File: src/rtl/decode_stage.sv
// Instruction-decode pipeline stage. It decodes the opcode into ALU and memory
// controls, splits out the register fields and sign-extends the immediate. The
// result is held in an output register behind a valid/ready handshake. A load
// followed by a dependent instruction gets a one-cycle bubble, and flush kills
// the held and the incoming instruction.
module decode_stage #(
  parameter int unsigned INSTR_W   = 16,
  parameter int unsigned REG_AW    = 3,
  parameter int unsigned JUMP_MODE = 0,
  parameter int unsigned HAZARD_EN = 1
) (
  input  logic               clk_i,
  input  logic               rst_i,
  input  logic               in_valid_i,
  output logic               in_ready_o,
  input  logic [INSTR_W-1:0] in_instr_i,
  input  logic               flush_i,
  output logic               out_valid_o,
  input  logic               out_ready_i,
  output logic [2:0]         out_alu_op_o,
  output logic               out_reg_write_o,
  output logic               out_mem_read_o,
  output logic               out_mem_write_o,
  output logic               out_branch_o,
  output logic               out_jump_o,
  output logic [REG_AW-1:0]  out_rd_o,
  output logic [REG_AW-1:0]  out_rs_o,
  output logic [REG_AW-1:0]  out_rt_o,
  output logic [INSTR_W-1:0] out_imm_o,
  output logic [15:0]        hazard_cnt_o
);

  // Whatever is left below opcode and the three register fields is the immediate.
  localparam int unsigned ImmW = INSTR_W - 3 - 3 * REG_AW;
  localparam int unsigned ExtW = INSTR_W - ImmW;

  typedef enum logic [2:0] {
    OpAdd  = 3'b000,
    OpAddi = 3'b001,
    OpSub  = 3'b010,
    OpSubi = 3'b011,
    OpLui  = 3'b100,
    OpBeq  = 3'b101,
    OpSw   = 3'b110,
    OpLw   = 3'b111
  } op_e;

  typedef enum logic [2:0] {
    AluAdd = 3'b000,
    AluSub = 3'b001,
    AluOr  = 3'b011
  } alu_e;

  typedef struct packed {
    logic [2:0] alu_op;
    logic       reg_write;
    logic       mem_read;
    logic       mem_write;
    logic       branch;
    logic       jump;
  } ctrl_t;

  // Field extraction, MSB first.
  op_e               opcode;
  logic [REG_AW-1:0] rd_field;
  logic [REG_AW-1:0] rs_field;
  logic [REG_AW-1:0] rt_field;
  logic [ImmW-1:0]   imm_field;
  logic [INSTR_W-1:0] imm_ext;

  assign opcode    = op_e'(in_instr_i[INSTR_W-1 -: 3]);
  assign rd_field  = in_instr_i[INSTR_W-4 -: REG_AW];
  assign rs_field  = in_instr_i[INSTR_W-4-REG_AW -: REG_AW];
  assign rt_field  = in_instr_i[INSTR_W-4-2*REG_AW -: REG_AW];
  assign imm_field = in_instr_i[ImmW-1:0];
  assign imm_ext   = {{ExtW{imm_field[ImmW-1]}}, imm_field};

  ctrl_t ctrl_dec;
  logic  uses_rs;
  logic  uses_rt;

  // Opcode decode: control strobes plus which source registers are read.
  always_comb begin
    ctrl_dec = '0;
    uses_rs  = 1'b1;
    uses_rt  = 1'b0;
    unique case (opcode)
      OpAdd: begin
        ctrl_dec.alu_op    = AluAdd;
        ctrl_dec.reg_write = 1'b1;
        uses_rt            = 1'b1;
      end
      OpAddi: begin
        ctrl_dec.alu_op    = AluAdd;
        ctrl_dec.reg_write = 1'b1;
      end
      OpSub: begin
        ctrl_dec.alu_op    = AluSub;
        ctrl_dec.reg_write = 1'b1;
        uses_rt            = 1'b1;
      end
      OpSubi: begin
        ctrl_dec.alu_op    = AluSub;
        ctrl_dec.reg_write = 1'b1;
      end
      OpLui: begin
        uses_rs = 1'b0;
        if (JUMP_MODE != 0) begin
          ctrl_dec.alu_op = AluAdd;
          ctrl_dec.jump   = 1'b1;
        end else begin
          ctrl_dec.alu_op    = AluOr;
          ctrl_dec.reg_write = 1'b1;
        end
      end
      OpBeq: begin
        ctrl_dec.alu_op = AluSub;
        ctrl_dec.branch = 1'b1;
        uses_rt         = 1'b1;
      end
      OpSw: begin
        ctrl_dec.mem_write = 1'b1;
        uses_rt            = 1'b1;
      end
      OpLw: begin
        ctrl_dec.mem_read  = 1'b1;
        ctrl_dec.reg_write = 1'b1;
      end
      default: ;
    endcase
  end

  // Output register state.
  logic               out_valid_q, out_valid_d;
  ctrl_t              ctrl_q, ctrl_d;
  logic [REG_AW-1:0]  rd_q, rd_d;
  logic [REG_AW-1:0]  rs_q, rs_d;
  logic [REG_AW-1:0]  rt_q, rt_d;
  logic [INSTR_W-1:0] imm_q, imm_d;
  logic [15:0]        hazard_cnt_q, hazard_cnt_d;

  logic hazard;
  logic in_ready;
  logic accept;
  logic bubble;

  // Load-use interlock against the load currently held in the output register.
  always_comb begin
    hazard = 1'b0;
    if ((HAZARD_EN != 0) && in_valid_i && out_valid_q && ctrl_q.mem_read) begin
      hazard = (uses_rs && (rs_field == rd_q)) || (uses_rt && (rt_field == rd_q));
    end
  end

  assign in_ready = !rst_i && !flush_i && !hazard && (!out_valid_q || out_ready_i);
  assign accept   = in_valid_i && in_ready;
  // The load leaves while the dependent instruction is held off: that is one bubble.
  assign bubble   = hazard && out_ready_i && !flush_i;

  // Next-state for the output register and the bubble counter.
  always_comb begin
    out_valid_d  = out_valid_q;
    ctrl_d       = ctrl_q;
    rd_d         = rd_q;
    rs_d         = rs_q;
    rt_d         = rt_q;
    imm_d        = imm_q;
    hazard_cnt_d = hazard_cnt_q;

    if (flush_i) begin
      out_valid_d = 1'b0;
    end else if (accept) begin
      out_valid_d = 1'b1;
      ctrl_d      = ctrl_dec;
      rd_d        = rd_field;
      rs_d        = rs_field;
      rt_d        = rt_field;
      imm_d       = imm_ext;
    end else if (out_ready_i) begin
      out_valid_d = 1'b0;
    end

    if (bubble && (hazard_cnt_q != 16'hFFFF)) begin
      hazard_cnt_d = hazard_cnt_q + 16'd1;
    end
  end

  // State register with synchronous reset.
  always_ff @(posedge clk_i) begin
    if (rst_i) begin
      out_valid_q  <= 1'b0;
      ctrl_q       <= '0;
      rd_q         <= '0;
      rs_q         <= '0;
      rt_q         <= '0;
      imm_q        <= '0;
      hazard_cnt_q <= '0;
    end else begin
      out_valid_q  <= out_valid_d;
      ctrl_q       <= ctrl_d;
      rd_q         <= rd_d;
      rs_q         <= rs_d;
      rt_q         <= rt_d;
      imm_q        <= imm_d;
      hazard_cnt_q <= hazard_cnt_d;
    end
  end

  assign in_ready_o      = in_ready;
  assign out_valid_o     = out_valid_q;
  assign out_alu_op_o    = ctrl_q.alu_op;
  assign out_reg_write_o = ctrl_q.reg_write;
  assign out_mem_read_o  = ctrl_q.mem_read;
  assign out_mem_write_o = ctrl_q.mem_write;
  assign out_branch_o    = ctrl_q.branch;
  assign out_jump_o      = ctrl_q.jump;
  assign out_rd_o        = rd_q;
  assign out_rs_o        = rs_q;
  assign out_rt_o        = rt_q;
  assign out_imm_o       = imm_q;
  assign hazard_cnt_o    = hazard_cnt_q;

endmodule
File: config.mk
export PLATFORM = sky130hd
export DESIGN_NAME = decode_stage
export DESIGN_NICKNAME = d
export VERILOG_FILES = /design/src/rtl/decode_stage.sv
export SDC_FILE = /design/constraint.sdc
export NUM_CORES = 1
export LEC_CHECK = 0
export ABC_AREA = 1
export CORE_MARGIN = 8
export CORE_UTILIZATION = 31
export DETAILED_ROUTE_END_ITERATION = 8
export GPL_TIMING_DRIVEN = 0
export PLACE_DENSITY_LB_ADDON = 0.15
export SKIP_CTS_REPAIR_TIMING = 1
export SYNTH_ARGS = -nofsm -noshare
export SYNTH_HDL_FRONTEND = slang
export SYNTH_SLANG_ARGS = --single-unit
File: constraint.sdc
create_clock -name clk_i -period 3.6 [get_ports clk_i]
set_input_delay 0.36 -clock clk_i [delete_from_list [all_inputs] [get_ports clk_i]]
set_output_delay 0.36 -clock clk_i [all_outputs]
set_load 0.01 [all_outputs]
==> flow_summary.ini, run 1 <==
[run_status]
status = complete, no violations

[synthesis]
synth-seq-cells = 36
synth_area_um2 = 1990
synth_ff_type = dfxtp_1
synth_edf_count = 0
syn_area_per_cell_um2 = 7.03
synth_most_common_cell = nand2_1
async_reset_ff_share_pct = 0
yosysTopAreaCell = dfxtp_1
yosysWarnings = 0
synth_area_leaders = dfxtp_1 36%, nand2_1 15%, nor2_1 6.6%
synth_cell_types = 32
synth_cells = 283
netlist_top_cells_count = 77 x nand2_1, 36 x dfxtp_1, 35 x nor2_1
synth-seq-area-share_pct = 36.2
synth.top_cell.area_share_pct = 36.2

[grt]
gr-total-overflow = 0
met3_usage_pct = 3.98
gr-usage-met1_pct = 15.1
global_route.usage.met2_pct = 18.3
busiest_layer = met2
grt_pass1_wl_um = 8630
grt_usage_pct = 11.8
grt_max_degree = 15
antenna_found_initial = 0
grt_pass1_vias = 1748

[timing]
fin_skew_ns = 0.00657
hold_violations = 0
setup_viol_count_final = 0
slew_headroom_pct = 55.1
fin_tns_setup_ns = 0
timing.fmax_mhz = 405
finalMaxSlewViolations = 0
worst_slack_ns = 1.13
rsz0062_at_grt = false
tightest_slew_ns = 0.674
period_share_pct = 68.6
finalCriticalPeriod_ns = 2.47

[cells_and_area]
finish.instance_area_um2 = 2870
diodes = 0
postLayoutCoreUtil_pct = 45.7
fin_nets = 381
layout-drive-gt1-share_pct = 17.0
multi_input_area_um2 = 977
regArea_um2 = 721
area_growth_pct = 44.1
fillerInstances = 665

[worst_hold_path]
hold_end = out_imm_o[0]$_SDFFE_PP0P_
min_from = rst_i
hold_depth = 2
hold_class = primary input to flip-flop

[critical_path]
worst-path-buf-inv = 2
worstSetupStartpointType = primary input
critPathTopFamily = buffers and inverters
cp.arrival_ns = 2.11
end_kind = primary output
critPathMaxFanout = 5
crit_chain = clkdlybuf4s50_1 -> nand2_2 -> nor2_2 -> nor2_1 -> nand2_2 -> nand2_4 -> a21boi_0 -> clkdlybuf4s50_1
r2r_setup_slack_ns = 1.76
crit_type = primary input to primary output
reg2reg_to = hazard_cnt_o[10]$_SDFFE_PP0P_
crit_path_top_delay_cell = clkdlybuf4s50_1
crit_start = in_instr_i[15]
reg2regPathDepth = 11
worst_ep_required_time_ns = 3.24
r2r_start = hazard_cnt_o[0]$_SDFFE_PP0P_
cp_slowest_stage_delay_ns = 0.57

[die]
die_area_um2 = 9240
start_util_pct = 31.7
core_area_um2 = 6280
die_h_um = 96.1
num_io_pins = 72
rows = 29
die_x_um = 96.1

[pwr]
power.density_nw_per_um2 = 295
static-leakage-power_uw = 0.00114
ir_drop_v = 0.000212

[place]
place_congestion = 0.828
port_buffers = 68
dp_hpwl_um = 4010
dpl_cell_area_um2 = 2770
place_ws_ns = 1.11

[drt]
vias = 1888
drt_iter0_markers = 78
wl_per_cell_um = 12.0
drtAntennaViolNets = 0
via_per_inst = 4.33
drc = 0
wl_um = 5230
dr.pass1.iters = 4

[clock_tree]
htreeDepth = 2
cts-buffers-inserted = 5
clk_latency_ns = 0.28
clock-sinks = 36
path_clk_slew_ns = 0.07
cts.path.max_buffers = 2
cts_tree = yes
clockRootBuffer = clkbuf_8

[job]
drv_cap = 0
==> cells in the final DEF (no fill, tap or decap), types with 2 or more instances in the layout <==
cell	netlist	final
clkbuf_8	0	7
nor2_1	35	35
clkdlybuf4s50_1	0	68
o21ai_0	2	2
inv_1	22	22
buf_4	15	15
nand4_1	2	2
a21oi_2	10	10
clkbuf_1	2	2
dfxtp_1	36	36
nand2_1	77	77
a21oi_1	24	24
nor2_2	3	3
buf_6	4	4
nand3_4	2	2
inv_2	3	3
nand3_1	19	19
nand2_2	11	11
conb_1	1	2
==> logic make-up (layout without fill, tap and decap cells) <==
group	count (synthesis)	in the layout	synth area share, %
simple gates	155	155	35.6
buf+inv	50	125	14.9
fa+ha+maj	1	1	0.628
other cells	1	2	0.188
compound gates	38	38	11.6
flops	36	36	36.2
xor+xnor	2	2	0.880
==> metal layers <==
metal / routed length (um) / vias to the layer above
met5: 0 / -
met4: 30 / 0
met3: 408 / 2
met2: 2270 / 44
met1: 2530 / 817
li1: - / 1025
==> cell type report <==
cell class	instances	share of cell area, %
buffer	22	6.46
timing repair buffer	68	23.7
multi-input combinational	198	34.1
sequential	36	25.1
inverter	28	3.88
clock buffer	7	3.36
tap	77	3.36
==> metrics by stage <==
step	total power, uW	hold slack [ns]	std cells
6_report	846	0.283	436
2_1_floorplan	484	0.484	284
5_1_grt	894	0.274	436
4_1_cts	864	0.275	436
3_5_place_dp	546	0.452	429
3_3_place_gp	545	0.450	429
==> power by group <==
group          switching, uW  total (uW)  internal, uW
Combinational           57.8         124          65.8
Sequential              5.87         411           405
Clock                    141         311           171
==> how the worst max path moves through the flow <==
| stage | end | cells past startpoint |
|---|---|---|
| after floorplan | hazard_cnt_o[7]$_SDFFE_PP0P_ | 11 |
| after global placement | in_ready_o | 8 |
| after detailed placement | in_ready_o | 8 |
| after CTS | in_ready_o | 8 |
| after global routing | in_ready_o | 8 |
| final | in_ready_o | 8 |
==> worst register-to-register path, stage by stage, from the launching register on <==
cell	delay, ns
dfxtp_1	0.41
ha_1	0.24
nand2_1	0.09
nor2_2	0.20
nand2_1	0.13
nor2_1	0.10
nand2_1	0.09
clkinv_2	0.09
nor2_8	0.06
buf_6	0.14
a21oi_1	0.13
nor2_1	0.06
==> flip-flops by register name, indices dropped and copies added, names as in the netlist <==
name / cells
out_imm_o: 4
out_rs_o: 3
out_reg_write_o: 1
hazard_cnt_o: 16
out_rd_o: 3
out_alu_op_o: 2
out_mem_write_o: 1
out_branch_o: 1
out_valid_o: 1
out_rt_o: 3
out_mem_read_o: 1
(Power assumes the default switching activity.)
==> inputs of run 2 (changes only) <==
clock period = 2.3 ns   (was 3.6 ns; I/O delays follow)
==> run 2 against run 1 <==
Effect of this change:
- clock power increased by 57%
- cell count unchanged
- die area unchanged
- critical path type is now flip-flop to flip-flop
- highest routed layer unchanged
==> flow_summary.ini, run 2 (same netlist as run 1, synthesis figures left out) <==
[run_status]
status = complete, no violations

[cells_and_area]
instances_no_fill = 436
diodes = 0
postLayoutCoreUtil_pct = 45.7
largest_reg_flops = 16
final_common_cell = nand2_1
layout-drive-gt1-share_pct = 17.0
layout_common_cells = 77 x nand2_1, 67 x clkdlybuf4s50_1, 36 x dfxtp_1
area_growth_pct = 44.2
finish.instance_area_um2 = 2870
fin_nets = 381

[clock_tree]
clk_latency_ns = 0.28
clockRootBuffer = clkbuf_8
clock-sinks = 36
htreeDepth = 2
cts-buffers-inserted = 5
path_clk_slew_ns = 0.07
cts.path.max_buffers = 2
cts_tree = yes

[critical_path]
cp_common_cell = nand2_1
critPathMaxFanout = 10
crit_type = flip-flop to flip-flop
worstSetupStartpointType = flip-flop
crit_chain = ha_1 -> nand2_1 -> nor2_2 -> nand2_1 -> nor2_1 -> nand2_1 -> clkinv_2 -> nor2_8 -> buf_6 -> a21oi_1 -> nor2_1
crit_path_top_delay_cell = dfxtp_1
cp.arrival_ns = 2.01
worst_ep_required_time_ns = 2.47
cp_slowest_stage_delay_ns = 0.41
end_kind = flip-flop

[timing]
finalMaxSlewViolations = 0
fin_tns_setup_ns = 0
tightest_slew_ns = 0.674
hold_violations = 0
setup_viol_count_final = 0
finalCriticalPeriod_ns = 1.84
period_share_pct = 79.9
slew_headroom_pct = 55.1
rsz0062_at_grt = false
timing.fmax_mhz = 544
hold_slack_ns = 0.153
fin_skew_ns = 0.00657

[drt]
dr.pass1.iters = 4
wl_um = 5230
vias = 1888
drc = 0
via_per_inst = 4.33
drt_iter0_markers = 78
wl_per_cell_um = 12.0
drtAntennaViolNets = 0

[die]
rows = 29
die_h_um = 96.1
die_x_um = 96.1
num_io_pins = 72
start_util_pct = 31.7
core_area_um2 = 6280
die_area_um2 = 9240

[pwr]
static-leakage-power_uw = 0.00115
power.density_nw_per_um2 = 461
ir_drop_v = 0.000331

[grt]
antenna_found_initial = 0
grt_pass1_vias = 1748
grt_max_degree = 15
grt_usage_pct = 11.8
gr-total-overflow = 0
grt_pass1_wl_um = 8630

[job]
drv_cap = 0

[place]
place_congestion = 0.828
dp_cells = 429
dp_hpwl_um = 4010
dpl_cell_area_um2 = 2770
port_buffers = 68

[worst_hold_path]
hold_class = primary input to flip-flop
run 2: cell types whose count changed in the layout (fill, tap and decap cells not counted):
cell             before  now
clkdlybuf4s50_1      68   67
dlymetal6s2s_1        0    1
run 2: routing by layer:
metal  global-route usage, %  vias to the layer above  wire (um)
li1                        -                     1025          -
met1                    15.1                      817       2530
met2                    18.3                       44       2270
met3                    3.98                        2        407
met4                    3.46                        0         30
met5                       0                        -          0
run 2: path summary, 6_finish.rpt:
| kind | slack (ns) | depth (start not counted) | start | endpoint |
|---|---|---|---|---|
| worst max-delay path | 0.46 | 11 | hazard_cnt_o[0]$_SDFFE_PP0P_ | hazard_cnt_o[10]$_SDFFE_PP0P_ |
| worst min-delay path | 0.15 | 2 | rst_i | out_imm_o[0]$_SDFFE_PP0P_ |
| worst max register to register | 0.46 | 11 | hazard_cnt_o[0]$_SDFFE_PP0P_ | hazard_cnt_o[10]$_SDFFE_PP0P_ |
| worst min register to register | 0.46 | 2 | out_imm_o[1]$_SDFFE_PP0P_ | out_imm_o[1]$_SDFFE_PP0P_ |
run 2: where the power goes:
part	leakage [uW]	internal, uW	switching [uW]
registers	0.000291	635	9.20
logic	0.000813	103	90.5
clock network	0.0000503	267	220
total	0.00115	1000	320
run 2: area by class of cell:
cell class | count | area [um2]
fill | 664 | 3410
multi-input combinational | 198 | 977
sequential | 36 | 721
timing repair buffer | 68 | 683
buffer | 22 | 185
inverter | 28 | 111
clock buffer | 7 | 96.3
tap | 77 | 96.3
run 2: stage by stage:
stage | total power [uW] | worst slack, ns
3_3_place_gp | 853 | 0.0433
6_report | 1320 | 0.462
4_1_cts | 1350 | 0.0469
3_5_place_dp | 854 | 0.0722
2_1_floorplan | 758 | 0.664
5_1_grt | 1400 | 0.236
run 2: worst max-delay path: cells and delay by family, from the launching register on:
family / cells / cell delay (ns)
buf+inv: 2 / 0.23
flops: 1 / 0.41
fa+ha+maj: 1 / 0.24
simple gates: 7 / 0.72
compound gates: 1 / 0.13
